===== src/rtl/exc_sequencer_pkg.sv =====
// Shared definitions for the exception sequencer: state encoding, COP0
// register indices, STATUS/CAUSE field positions and small field helpers.
package exc_sequencer_pkg;

    localparam int unsigned XLEN   = 32;
    localparam int unsigned REG_W  = 5;
    localparam int unsigned CODE_W = 5;
    localparam int unsigned CNT_W  = 8;

    typedef enum logic [2:0] {
        ST_IDLE,
        ST_W_EPC,
        ST_W_BADV,
        ST_W_CAUSE,
        ST_W_STATUS,
        ST_E_STATUS,
        ST_REDIRECT,
        ST_MTC0
    } exc_state_e;

    localparam logic [REG_W-1:0] COP_EPC      = REG_W'(14);
    localparam logic [REG_W-1:0] COP_BADVADDR = REG_W'(8);
    localparam logic [REG_W-1:0] COP_CAUSE    = REG_W'(13);
    localparam logic [REG_W-1:0] COP_STATUS   = REG_W'(12);

    localparam int unsigned STATUS_EXL = 1;
    localparam int unsigned STATUS_UM  = 4;
    localparam int unsigned CAUSE_LSB  = 2;
    localparam int unsigned CAUSE_MSB  = 6;

    // One coprocessor register write
    typedef struct packed {
        logic             wen;
        logic [REG_W-1:0] wreg;
        logic [XLEN-1:0]  wdata;
    } cop_wr_t;

    function automatic logic [XLEN-1:0] cause_word(input logic [CODE_W-1:0] code);
        logic [XLEN-1:0] w;
        w = '0;
        w[CAUSE_MSB:CAUSE_LSB] = code;
        return w;
    endfunction

    // Entering kernel mode: set EXL, drop to kernel privilege
    function automatic logic [XLEN-1:0] status_enter(input logic [XLEN-1:0] s);
        logic [XLEN-1:0] r;
        r = s;
        r[STATUS_EXL] = 1'b1;
        r[STATUS_UM]  = 1'b0;
        return r;
    endfunction

    function automatic logic [XLEN-1:0] status_leave(input logic [XLEN-1:0] s);
        logic [XLEN-1:0] r;
        r = s;
        r[STATUS_EXL] = 1'b0;
        return r;
    endfunction

endpackage


===== src/rtl/exc_sequencer.sv =====
// Exception / ERET / MTC0 sequencer that serialises COP0 updates onto a single
// write port and redirects the fetch PC. Outputs are registered from next-state decode.
module exc_sequencer
    import exc_sequencer_pkg::*;
#(
    parameter logic [31:0] KERNEL_PC = 32'h8000_0180
) (
    input  logic        clk,
    input  logic        reset,
    input  logic        exc_valid,
    input  logic [4:0]  exc_code,
    input  logic [31:0] exc_epc,
    input  logic [31:0] exc_badvaddr,
    input  logic        exc_has_badvaddr,
    input  logic        exc_level,
    input  logic [31:0] status_in,
    input  logic [31:0] epc_in,
    input  logic        eret,
    input  logic        mtc0_en,
    input  logic [4:0]  mtc0_reg,
    input  logic [31:0] mtc0_data,
    output logic        mtc0_ready,
    output logic        cop_wen,
    output logic [4:0]  cop_wreg,
    output logic [31:0] cop_wdata,
    output logic        flush,
    output logic        stall,
    output logic        pc_redirect,
    output logic [31:0] pc_target,
    output logic [7:0]  dropped_cnt
);

    exc_state_e          state, state_n;
    cop_wr_t             wr_q, wr_n;
    logic                flush_q, flush_n;
    logic                stall_q, stall_n;
    logic                redir_q, redir_n;
    logic [XLEN-1:0]     target_q, target_n;
    logic                exc_take;

    logic [CODE_W-1:0]   lat_code;
    logic [XLEN-1:0]     lat_badvaddr;
    logic                lat_has_badvaddr;
    logic [CNT_W-1:0]    dropped_q;

    // State register
    always_ff @(posedge clk or posedge reset) begin
        if (reset) begin
            state <= ST_IDLE;
        end else begin
            state <= state_n;
        end
    end

    // Next state plus next-cycle output values
    always_comb begin
        state_n    = state;
        wr_n       = '0;
        flush_n    = 1'b0;
        redir_n    = 1'b0;
        target_n   = '0;
        exc_take   = 1'b0;
        mtc0_ready = 1'b0;

        case (state)
            ST_IDLE: begin
                if (exc_valid && !exc_level) begin
                    exc_take = 1'b1;
                    state_n  = ST_W_EPC;
                    wr_n     = '{wen: 1'b1, wreg: COP_EPC, wdata: exc_epc};
                    flush_n  = 1'b1;
                end else if (eret && exc_level) begin
                    state_n = ST_E_STATUS;
                    wr_n    = '{wen: 1'b1, wreg: COP_STATUS, wdata: status_leave(status_in)};
                end else begin
                    mtc0_ready = 1'b1;
                    if (mtc0_en) begin
                        state_n = ST_MTC0;
                        wr_n    = '{wen: 1'b1, wreg: mtc0_reg, wdata: mtc0_data};
                    end
                end
            end
            ST_W_EPC: begin
                if (lat_has_badvaddr) begin
                    state_n = ST_W_BADV;
                    wr_n    = '{wen: 1'b1, wreg: COP_BADVADDR, wdata: lat_badvaddr};
                end else begin
                    state_n = ST_W_CAUSE;
                    wr_n    = '{wen: 1'b1, wreg: COP_CAUSE, wdata: cause_word(lat_code)};
                end
            end
            ST_W_BADV: begin
                state_n = ST_W_CAUSE;
                wr_n    = '{wen: 1'b1, wreg: COP_CAUSE, wdata: cause_word(lat_code)};
            end
            ST_W_CAUSE: begin
                state_n = ST_W_STATUS;
                wr_n    = '{wen: 1'b1, wreg: COP_STATUS, wdata: status_enter(status_in)};
            end
            ST_W_STATUS: begin
                state_n  = ST_REDIRECT;
                redir_n  = 1'b1;
                target_n = KERNEL_PC;
            end
            ST_E_STATUS: begin
                state_n  = ST_REDIRECT;
                redir_n  = 1'b1;
                target_n = epc_in;
            end
            ST_REDIRECT: state_n = ST_IDLE;
            ST_MTC0:     state_n = ST_IDLE;
            default:     state_n = ST_IDLE;
        endcase

        stall_n = (state_n != ST_IDLE);
    end

    // Output registers, exception attribute latches and drop counter
    always_ff @(posedge clk or posedge reset) begin
        if (reset) begin
            wr_q             <= '0;
            flush_q          <= 1'b0;
            stall_q          <= 1'b0;
            redir_q          <= 1'b0;
            target_q         <= '0;
            lat_code         <= '0;
            lat_badvaddr     <= '0;
            lat_has_badvaddr <= 1'b0;
            dropped_q        <= '0;
        end else begin
            wr_q     <= wr_n;
            flush_q  <= flush_n;
            stall_q  <= stall_n;
            redir_q  <= redir_n;
            target_q <= target_n;
            if (exc_take) begin
                lat_code         <= exc_code;
                lat_badvaddr     <= exc_badvaddr;
                lat_has_badvaddr <= exc_has_badvaddr;
            end
            if (exc_valid && !exc_take && (dropped_q != '1)) begin
                dropped_q <= dropped_q + CNT_W'(1);
            end
        end
    end

    assign cop_wen     = wr_q.wen;
    assign cop_wreg    = wr_q.wreg;
    assign cop_wdata   = wr_q.wdata;
    assign flush       = flush_q;
    assign stall       = stall_q;
    assign pc_redirect = redir_q;
    assign pc_target   = target_q;
    assign dropped_cnt = dropped_q;

endmodule


===== config.mk =====
export PLATFORM = sky130hd
export DESIGN_NAME = exc_sequencer
export DESIGN_NICKNAME = d
export VERILOG_FILES = /design/src/rtl/exc_sequencer_pkg.sv /design/src/rtl/exc_sequencer.sv
export SDC_FILE = /design/constraint.sdc
export NUM_CORES = 1
export LEC_CHECK = 0
export BUFFER_PORTS_ARGS = -buffer_cell sky130_fd_sc_hd__buf_2
export CORE_ASPECT_RATIO = 0.8
export CORE_UTILIZATION = 30
export CTS_CLUSTER_DIAMETER = 120
export DETAILED_ROUTE_END_ITERATION = 6
export PLACE_DENSITY = 0.69
export SYNTH_ARGS = -nofsm -noshare
export SYNTH_HDL_FRONTEND = slang
export SYNTH_SLANG_ARGS = --single-unit

===== constraint.sdc =====
create_clock -name clk -period 3.45 [get_ports clk]
set_clock_uncertainty 0.05 [all_clocks]
set_input_delay 0.1725 -clock clk [delete_from_list [all_inputs] [get_ports clk]]
set_output_delay 0.1725 -clock clk [all_outputs]
set_load 0.02 [all_outputs]

Word level (Yosys, flattened, before mapping)
Cells that the tools add are included.

word-level totals
  register bits after elaboration = 122
  bits of input ports = 177
  output and inout bits = 82
  logic and storage cells = 48

cells by class
  add/sub/neg operators = 1
  equal/unequal tests = 8
  mux-type cells = 17
  reductions and logical operators = 10

operator list
  operator             count
  $pmux 38 s4          1
  $mux 38              3
  $pmux 32 s2          1
  $mux 35              1
  $pmux 3 s6           1
  $eq 3x3->1 const B   4
  $mux 3               3
  $add 8x1->8 const B  1
  $ne 8x8->1 const B   1
  $mux 1               7
  $eq 3x2->1 const B   2
  $logic_and 1x1->1    4
  $reduce_or 2->1      2
  $eq 3x1->1 const B   1
  $logic_not 3->1      1
  $reduce_bool 3->1    1
  $logic_not 1->1      2

Logic depth before layout (Yosys ltp)
Gate-level depths: netlist (run 1).

  word-level depth = 7
  depth in mapped cells = 7
  gate-level depth less buffers = 5

Least setup slack after synthesis (run 1)
Ideal clock, no wire load.

  path type = register -> register
  start = register dropped_q[0], in the netlist dropped_cnt[0]
  end = register dropped_q[1], in the netlist dropped_cnt[1]
  library setup time = 125 ps
  arrival time = 1464 ps
  required time = 3275 ps
  setup slack = 1811 ps
  cell stages (with the launch flop) = 6
  buffers on the path = 0
  period minus slack after synthesis = 1639 ps
  cell sequence = dfrtp_1 ha_1 and3_1 nand3_1 nand2_1 mux2_2

on the way
  longest elaborated chain between the ends = 2
  elaborated cells between the ends (all ways) = 3
  those cells by class = add/sub (1); eq/ne (1); reduce/logical (1)

ends and longest elaborated chain
  item                                                                 RTL line              RTL
  start, declared                                                      exc_sequencer.sv:44   logic [CNT_W-1:0] dropped_q;
  start signal, assigned                                               exc_sequencer.sv:142  dropped_q <= dropped_q + CNT_W'(1);
  parallel branches: the longest is 2 deep, another holds $add 8x1->8  -

Several ways; the timed one is not identified.
A chain may end at the register's enable or synchronous reset.

==> results of run 1 <==
==> worst min path at each step <==
stage               slack, ns                 endpoint  depth (start not counted)
floorplan                0.24  pc_target[31]$_DFF_PP0_                          1
global placement         0.20  cop_wdata[17]$_DFF_PP0_                          2
detailed placement       0.20  cop_wdata[13]$_DFF_PP0_                          2
CTS                   0.00003   cop_wdata[0]$_DFF_PP0_                          3
global route            0.008  cop_wdata[20]$_DFF_PP0_                          3
finish                   0.01    cop_wreg[1]$_DFF_PP0_                          3
==> flip-flops by register name (all words and copies together), names as in the netlist <==
register / flops
flush: 1
stall: 1
cop_wdata: 32
lat_has_badvaddr: 1
cop_wreg: 5
pc_target: 32
dropped_cnt: 8
lat_badvaddr: 32
state: 3
lat_code: 5
pc_redirect: 1
cop_wen: 1
==> kinds of logic (layout without fill, tap and decap cells) <==
kind of cell,count (synthesis),after routing,synth area share
flip-flops,122,122,0.597
AO/OA/AOI/OAI,117,117,0.155
AND/OR/NAND/NOR,93,93,0.101
multiplexers,44,44,0.0988
buffers and inverters,37,412,0.0401
XOR/XNOR,3,3,0.00514
adder cells (fa/ha/maj),1,1,0.00245
==> power groups by stage <==
stage	clock [W]	sequential, W	combinational, W
after detailed placement	0	0.00229	0.00192
after CTS	0.00172	0.00227	0.00209
after global routing	0.00178	0.00234	0.00225
after global placement	0	0.00227	0.00188
final	0.00167	0.00227	0.00209
after floorplan	0	0.00253	0.000994
==> final cells by class <==
class	instances	area share
Sequential cell	122	0.370
Timing Repair Buffer	377	0.300
Multi-Input combinational cell	258	0.226
Clock buffer	19	0.0537
Tap cell	220	0.0334
Clock inverter	13	0.0147
Inverter	3	0.00182
==> worst reg2reg max path, delay by kind of cell, from the launching register on <==
kind	cells	cell delay, ns
AOI/OAI and AO/OA	1	0.24
buffers and inverters	1	0.63
DFF	1	0.71
and+or+nand+nor	1	1.02
==> layout by cell type, fill, tap and decap left out, types with 4 or more instances in the layout <==
master,n
a22oi_1,55
dlygate4sd3_1,111
clkinvlp_4,6
buf_4,8
clkbuf_16,17
buf_2,257
mux2_1,18
nor2_1,12
o21ai_1,16
dfrtp_1,122
o21ai_0,13
nand2_1,19
mux2_2,24
nand3_1,7
a32o_1,5
a21oi_1,11
and3_1,33
a31oi_1,4
==> per-stage QoR <==
step / instance area [um^2] / setup WS, ns / utilization / total power, W / cells
floorplan: 5120 / 1.73 / - / 0.00352 / 417
global route: 8250 / 0.535 / 0.497 / 0.00637 / 1012
CTS: 8240 / 0.706 / 0.496 / 0.00608 / 1011
global placement: 6570 / 1.18 / 0.396 / 0.00415 / 869
detailed placement: 6570 / 1.17 / 0.396 / 0.00421 / 869
finish: 8250 / 0.682 / 0.497 / 0.00603 / 1012
==> metal layers <==
| metal | track usage | part of all wire | vias to the layer above |
|---|---|---|---|
| met2 | 0.320 | 0.50 | 192 |
| met5 | 0 | 0 | - |
| met3 | 0.0629 | 0.064 | 18 |
| li1 | - | - | 2265 |
| met4 | 0.0606 | 0.017 | 0 |
| met1 | 0.213 | 0.42 | 2358 |
==> repair_timing <==
action,in CTS,in global routing
hold buffers,110,1
hold endpoints to repair,122,1
endpoints found under the setup margin,0,0
==> results.tsv, run 1 <==
metric	value	unit
status	finished clean	
Seq/Total Area, Yosys	0.597	
setup TNS	0	ns
core region area	16600	um^2
syn_nets	595	
critical path's largest stage delay	1.01	ns
Setup Viol. Count Final	0	
P_sw	0.00217	W
Synth top area share	0.597	
crit path capture	cop_wdata[14]$_DFF_PP0_	
chip height	119	um
sequential power share	0.377	
gr usage total	0.185	
CTS root buf	clkbuf_16	
Ant. Diodes	0	
Clk pwr share	0.276	
Crit path buffers/inverters	1	
total of max-cap violations	0	
logic gate share of total power	0.347	
max_slew headroom	0.183	
clock slew at reported path FFs	0.06	ns
Area contributors post-synth	dfrtp_1 (60%), a22oi_1 (8.1%), mux2_2 (5.3%)	
R2R setup slack	0.68	ns
Critical Path AT	3.00	ns
DR iter-0 viols	213	
CP max stage cell	or3_1	
number of flops mapped to enable cells by yosys	0	
CTS Buf Count	17	
WS Path Type	flop to flop	
Worst setup SP type	flop	
Reg-to-Reg Start	state[2]$_DFF_PP0_	
Post-DP HPWL	10.6	mm
post-CTS sizing	0	
wirelength, routed	16.2	mm
area leader, netlist	dfrtp_1	
# rows	42	
H-tree Lvls	4	
Worst Tran Pin Value	1.23	ns
Netlist cell types	42	
register bit total from synthesis	122	
PortBufs	257	
vias in the first global route	5012	
Sw Ratio	0.359	
Crit Path Max Fanout	30	
post-DR wirelength/cell	16.0	um
crit path time final	2.77	ns
peak supply drop	371	uV
layout cells sized above 1	0.419	
fillers	1480	
largest net degree at the start of global routing	65	
top cells by count, synth	dfrtp_1 (122), a22oi_1 (55), and3_1 (34)	
critical path endpoint category	flop	
Synth Warn #	0	
WHS	0.0109	ns
Pleak	4.17	nW
Highest Clock Rate	0.361	GHz
Final ANT Viol Nets	0	
Die Area	17600	um^2
cell with the most instances after synthesis	dfrtp_1	
Crit. path cell count	3	
HP Class	input port to flop	
P&R area growth vs syn	61.3	%
# clock sinks	122	
post-synthesis async set-or-reset flop share	1.00	
worst-path cell chain	or3_1 > o21ai_0 > dlygate4sd3_1	
Worst R2R End	cop_wdata[14]$_DFF_PP0_	
nets	957	
RSZ-0062 raised after global routing	no	
total grt overflow	0	
final hold vios	0	
final worst path period share	0.802	
hold_sp	mtc0_reg[1]	
Post CTS Setup Buffer Count	0	
first-pass GRT wire length	25.2	mm
CTS tree	done	
Power Density	731	nW/um^2
# DRC	0	
area of the multi-input gates	1860	um^2
Power Internal	0.00386	W
WP data required	3.68	ns
Storage cell area	3050	um^2
Mapped Cells	417	
Initial Utilization	0.308	
vias per inst	4.78	
Mapped Area	5110	um^2
Die Width	148	um
Main synth FF type	dfrtp_1	
initial antenna violation count	0	
cell family with most CP delay	simple AND/OR/NAND/NOR gates	
Slew Viols, Final	0	
Pre-antenna DRT Iters	5	
GP Congestion	0.785	
CTS Buffer Depth	2	
io pins	259	
crit path launch	state[2]$_DFF_PP0_	
Skew-Pair Late Insertion Delay	0.40	ns
Via Count	4833	
FF-to-FF path depth	3	
synthesized area per cell	12.3	um^2
Note: power is estimated with default switching activity, not from simulation.
==> run 2, diff against run 1 <==
--- a/config.mk
+++ b/config.mk
@@ -10,7 +10,7 @@
 export CORE_UTILIZATION = 30
 export CTS_CLUSTER_DIAMETER = 120
 export DETAILED_ROUTE_END_ITERATION = 6
-export PLACE_DENSITY = 0.69
+export PLACE_DENSITY = 0.67
 export SYNTH_ARGS = -nofsm -noshare
 export SYNTH_HDL_FRONTEND = slang
 export SYNTH_SLANG_ARGS = --single-unit
==> constraint.sdc (replaced) <==
create_clock -name clk -period 2.8 [get_ports clk]
set_clock_uncertainty 0.05 [all_clocks]
set_input_delay 0.14 -clock clk [delete_from_list [all_inputs] [get_ports clk]]
set_output_delay 0.14 -clock clk [all_outputs]
set_load 0.02 [all_outputs]
==> run 2 against run 1 <==
- die area is the same
- sequential share of layout area shrank 0.94 points
- first-iteration DRC count rose by 63%
- non-clock buffer count is 22 higher
- utilization increased by 1.3 points
- final cell count up 2.2%
- global-route usage grew 0.90 points
- design area increased by 2.6%
- count of clock-buffer cells in the layout rose by 1
- wire length up 3.2%
- register-to-register slack got worse by 0.35 ns
- fmax grew 12%
==> results.tsv, run 2 (synthesized netlist as in run 1, its figures left out) <==
metric	value	unit	change
Post-DP HPWL	10.5	mm	-1.3%
DR iter-0 viols	348		+63%
most frequent cells in the layout	buf_2 (257), dlygate4sd3_1 (129), dfrtp_1 (122), a22oi_1 (55), and3_1 (33)		
clock slew at reported path FFs	0.06	ns	about the same
total of max-cap violations	0		unchanged
Critical Path AT	2.76	ns	-0.24 ns
Worst R2R End	cop_wdata[14]$_DFF_PP0_		
Reg-to-Reg Start	state[1]$_DFF_PP0_		
WS Path Type	flop to flop		
setup TNS	0	ns	unchanged
Initial Utilization	0.308		unchanged
chip height	119	um	unchanged
critical path endpoint category	flop		
CTS Buf Count	17		unchanged
nets	979		+2.3%
# rows	42		unchanged
final hold vios	0		unchanged
Post CTS Setup Buffer Count	0		unchanged
CTS Buffer Depth	2		unchanged
peak supply drop	617	uV	+66%
H-tree Lvls	4		unchanged
Final ANT Viol Nets	0		unchanged
fin area	8460	um^2	+2.6%
PortBufs	257		unchanged
# DRC	0		unchanged
placed insts	873		+0.46%
fin util	0.510		+0.0130
P&R area growth vs syn	65.5	%	
vias per inst	4.77		-0.12%
initial antenna violation count	0		unchanged
most common cell after layout, fill and taps aside	buf_2		
gr usage total	0.194		+0.00902
crit path time final	2.47	ns	-0.303 ns
Pre-antenna DRT Iters	5		unchanged
Highest Clock Rate	0.406	GHz	+12%
largest net degree at the start of global routing	65		unchanged
core region area	16600	um^2	unchanged
GP Congestion	0.781		-0.57%
Crit Path Max Fanout	22		-27%
FF-to-FF path depth	4		+1
Worst setup SP type	flop		
first-pass GRT wire length	26.1	mm	+3.6%
Pleak	4.29	nW	+2.9%
RSZ-0062 raised after global routing	no		
CTS root buf	clkbuf_16		
Die Area	17600	um^2	unchanged
max_slew headroom	0.449		+0.266
hold_sp	status_in[6]		
crit path capture	cop_wdata[14]$_DFF_PP0_		
wirelength, routed	16.7	mm	+3.2%
Die Width	148	um	unchanged
layout cells sized above 1	0.412		-0.00714
vias in the first global route	5071		+1.2%
CTS tree	done		
post-DR wirelength/cell	16.2	um	+0.97%
final worst path period share	0.881		+0.0782
final std cells w/o fill	1034		+2.2%
crit path launch	state[1]$_DFF_PP0_		
Setup Viol. Count Final	0		unchanged
WP data required	3.09	ns	-0.59 ns
io pins	259		unchanged
total grt overflow	0		unchanged
Worst Tran Pin Value	0.826	ns	-0.400 ns
Skew-Pair Late Insertion Delay	0.41	ns	about the same
HP Class	input port to flop		
R2R setup slack	0.33	ns	-0.35 ns
status	finished clean		
# clock sinks	122		unchanged
Via Count	4932		+2.0%
Slew Viols, Final	0		unchanged
Power Density	891	nW/um^2	+22%
DP Area	6610	um^2	+0.65%
==> run 2: cell count changes in the layout (fill, tap and decap cells not counted), sizes merged <==
cell	previous run	this run
buf	266	270
clkinvlp	6	5
inv	4	3
clkbuf	19	20
dlygate4sd3	111	129
diode	0	1
==> run 2: where the power goes <==
group | internal (W) | total [W] | switching (W) | leakage [nW]
logic | 0.00122 | 0.00274 | 0.00152 | 2.45
clock network | 0.00126 | 0.00205 | 0.000791 | 0.264
registers | 0.00240 | 0.00275 | 0.000349 | 1.58
==> run 2: how the worst min path moves through the flow <==
stage | to | slack [ns] | cells past startpoint
6_report | cop_wdata[6]$_DFF_PP0_ | 0.04 | 3
5_1_grt | cop_wdata[8]$_DFF_PP0_ | 0.02 | 3
3_5_place_dp | pc_target[7]$_DFF_PP0_ | 0.30 | 2
3_3_place_gp | pc_target[8]$_DFF_PP0_ | 0.29 | 2
2_1_floorplan | pc_target[31]$_DFF_PP0_ | 0.21 | 1
4_1_cts | cop_wdata[8]$_DFF_PP0_ | 0.0005 | 3
==> run 2: area by class of cell <==
class / count / area [um^2]
Fill cell: 1500 / 8140
Sequential cell: 122 / 3050
Timing Repair Buffer: 399 / 2700
Multi-Input combinational cell: 258 / 1860
Clock buffer: 20 / 457
Tap cell: 220 / 275
Clock inverter: 11 / 97.6
Inverter: 3 / 15.0
Antenna cell: 1 / 2.50
==> run 2: repair_timing <==
item,CTS,global route
resized for setup,0,0
hold buffers,128,1
endpoints found under the hold margin,190,1
endpoints found under the setup margin,0,0
==> run 2: metal layers <==
| layer | wire length [um] | vias up | GRT usage |
|---|---|---|---|
| met1 | 7100 | 2388 | 0.241 |
| met4 | 259 | 0 | 0.0767 |
| li1 | - | 2313 | - |
| met3 | 1050 | 28 | 0.0517 |
| met5 | 0 | - | 0 |
| met2 | 8290 | 203 | 0.320 |
==> run 2: per-stage QoR <==
step / power [W] / worst slack, ns / hold slack, ns
floorplan: 0.00434 / 1.11 / 0.207
global placement: 0.00515 / 0.847 / 0.292
detailed placement: 0.00520 / 0.755 / 0.302
CTS: 0.00759 / 0.386 / 0.000545
global route: 0.00798 / 0.230 / 0.0213
finish: 0.00754 / 0.334 / 0.0368
==> run 2: worst max-delay path, cell delays in order (launching register included) <==
cell	delay, ns
dfrtp_1	0.59
or3_1	0.65
buf_4	0.31
o21ai_0	0.22
dlygate4sd3_1	0.59
==> run 3, diff against run 2 <==
--- a/config.mk
+++ b/config.mk
@@ -6,10 +6,10 @@
 export NUM_CORES = 1
 export LEC_CHECK = 0
 export BUFFER_PORTS_ARGS = -buffer_cell sky130_fd_sc_hd__buf_2
-export CORE_ASPECT_RATIO = 0.8
 export CORE_UTILIZATION = 30
 export CTS_CLUSTER_DIAMETER = 120
 export DETAILED_ROUTE_END_ITERATION = 6
+export GPL_TIMING_DRIVEN = 1
 export PLACE_DENSITY = 0.67
 export SYNTH_ARGS = -nofsm -noshare
 export SYNTH_HDL_FRONTEND = slang
==> constraint.sdc (replaced) <==
create_clock -name clk -period 3 [get_ports clk]
set_clock_uncertainty 0.05 [all_clocks]
set_input_delay 0.15 -clock clk [delete_from_list [all_inputs] [get_ports clk]]
set_output_delay 0.15 -clock clk [all_outputs]
set_load 0.02 [all_outputs]
==> run 3 against run 2 <==
- design area increased by 0.31%
- flip-flop and latch count did not move
- non-clock buffer count down 5
- utilization is essentially flat
- critical path depth unchanged
- hold slack got worse by 0.025 ns
- critical path type unchanged
- sequential power down 7%
- sequential share of layout area decreased by 0.11 points
- largest cell class unchanged
==> results.tsv, run 3 (synthesized netlist as in run 1, its figures left out) <==
metric	value	unit	change
status	finished clean		
io pins	259		unchanged
Skew-Pair Late Insertion Delay	0.41	ns	about the same
WP data required	3.24	ns	+0.15 ns
PortBufs	257		unchanged
vias in the first global route	5156		+1.7%
first-pass GRT wire length	26.4	mm	+1.0%
peak supply drop	421	uV	-32%
# rows	47		+12%
Post CTS Setup Buffer Count	0		unchanged
largest net degree at the start of global routing	99		+52%
Power Density	868	nW/um^2	-2.5%
chip height	133	um	+12%
Die Width	133	um	-10%
setup TNS	0	ns	unchanged
H-tree Lvls	4		unchanged
fin area	8490	um^2	+0.31%
DP Area	6590	um^2	-0.34%
Slew Viols, Final	0		unchanged
core region area	16600	um^2	+0.22%
Final ANT Viol Nets	0		unchanged
Highest Clock Rate	0.397	GHz	-2.1%
RSZ-0062 raised after global routing	no		
WS Path Type	flop to flop		
crit path time final	2.52	ns	+0.0523 ns
Post-DP HPWL	10.3	mm	-1.5%
CTS Buf Count	17		unchanged
DR iter-0 viols	304		-13%
Ant. Diodes	0		-1
gr usage total	0.193		-0.00102
final std cells w/o fill	1028		-0.58%
Worst setup SP type	flop		
Die Area	17600	um^2	about the same
Pre-antenna DRT Iters	4		-1
CTS root buf	clkbuf_16		
R2R setup slack	0.48	ns	+0.15 ns
layout cells sized above 1	0.412		about the same
most frequent cells in the layout	buf_2 (257), dlygate4sd3_1 (126), dfrtp_1 (122), a22oi_1 (55), and3_1 (33)		
Crit Path Max Fanout	17		-23%
HP Class	input port to flop		
CTS Buffer Depth	2		unchanged
nets	974		-0.51%
CTS tree	done		
Via Count	4931		-0.020%
vias per inst	4.80		+0.56%
most common cell after layout, fill and taps aside	buf_2		
Critical Path AT	2.75	ns	about the same
post-DR wirelength/cell	16.2	um	+0.17%
critical path endpoint category	flop		
Setup Viol. Count Final	0		unchanged
clock slew at reported path FFs	0.06	ns	about the same
GP Congestion	0.767		-1.8%
Pleak	4.31	nW	+0.42%
final hold vios	0		unchanged
# DRC	0		unchanged
max_slew headroom	0.350		-0.0987
Worst Tran Pin Value	0.972	ns	+0.146 ns
final worst path period share	0.839		-0.0413
total of max-cap violations	0		unchanged
P&R area growth vs syn	66.0	%	
wirelength, routed	16.6	mm	-0.41%
# clock sinks	122		unchanged
initial antenna violation count	0		unchanged
total grt overflow	0		unchanged
placed insts	871		-0.23%
Initial Utilization	0.307		-0.000671
[run 3: metrics by stage]
stage | worst slack, ns | util | hold slack (ns) | total power, W
after detailed placement | 0.890 | 0.396 | 0.196 | 0.00488
after global placement | 0.922 | 0.396 | 0.187 | 0.00482
after global routing | 0.346 | 0.510 | 0.0117 | 0.00779
after CTS | 0.527 | 0.510 | 0.000151 | 0.00740
final | 0.482 | 0.510 | 0.0118 | 0.00737
after floorplan | 1.30 | - | 0.217 | 0.00405
[run 3: final cells by class]
class / instances / area [um^2]
repair buffers: 394 / 2640
flip-flops and latches: 122 / 3050
inverters: 3 / 15.0
fillers: 1467 / 8150
well taps: 220 / 275
clock buffers: 21 / 470
clock inverters: 10 / 165
multi-input cells: 258 / 1870
[run 3: metal layers]
metal	vias to the layer above	track usage	routed length (um)
met2	199	0.337	8550
met5	-	0	0
li1	2302	-	-
met4	0	0.0779	370
met3	32	0.0448	903
met1	2398	0.229	6810
[run 3: where the power goes]
group          internal [W]  total [W]  switching (W)  leakage, nW
combinational       0.00115    0.00260        0.00145         2.43
clock               0.00145    0.00221       0.000754        0.302
sequential          0.00224    0.00256       0.000318         1.58
[run 3: worst max-delay path: stages (launching register included)]
cell and delay [ns]:
dfrtp_1 0.61, or3_1 0.71, buf_4 0.35, o21ai_0 0.11
dlygate4sd3_1 0.56
[run 3: final timing paths]
| path | from | to | cells after the start |
|---|---|---|---|
| max in group asynchronous | reset | pc_target[16]$_DFF_PP0_ | 4 |
| max | state[0]$_DFF_PP0_ | cop_wdata[22]$_DFF_PP0_ | 4 |
| min | mtc0_data[19] | cop_wdata[19]$_DFF_PP0_ | 3 |
| min reg2reg | lat_badvaddr[1]$_DFFE_PP0P_ | lat_badvaddr[1]$_DFFE_PP0P_ | 1 |
| max reg2reg | state[0]$_DFF_PP0_ | cop_wdata[22]$_DFF_PP0_ | 4 |
| min in group asynchronous | reset | pc_target[31]$_DFF_PP0_ | 3 |
[run 3: timing repair]
action / in CTS / in global routing
endpoints found under the hold margin: 127 / 0
gates resized for setup: 0 / 0
hold buffers: 126 / 0
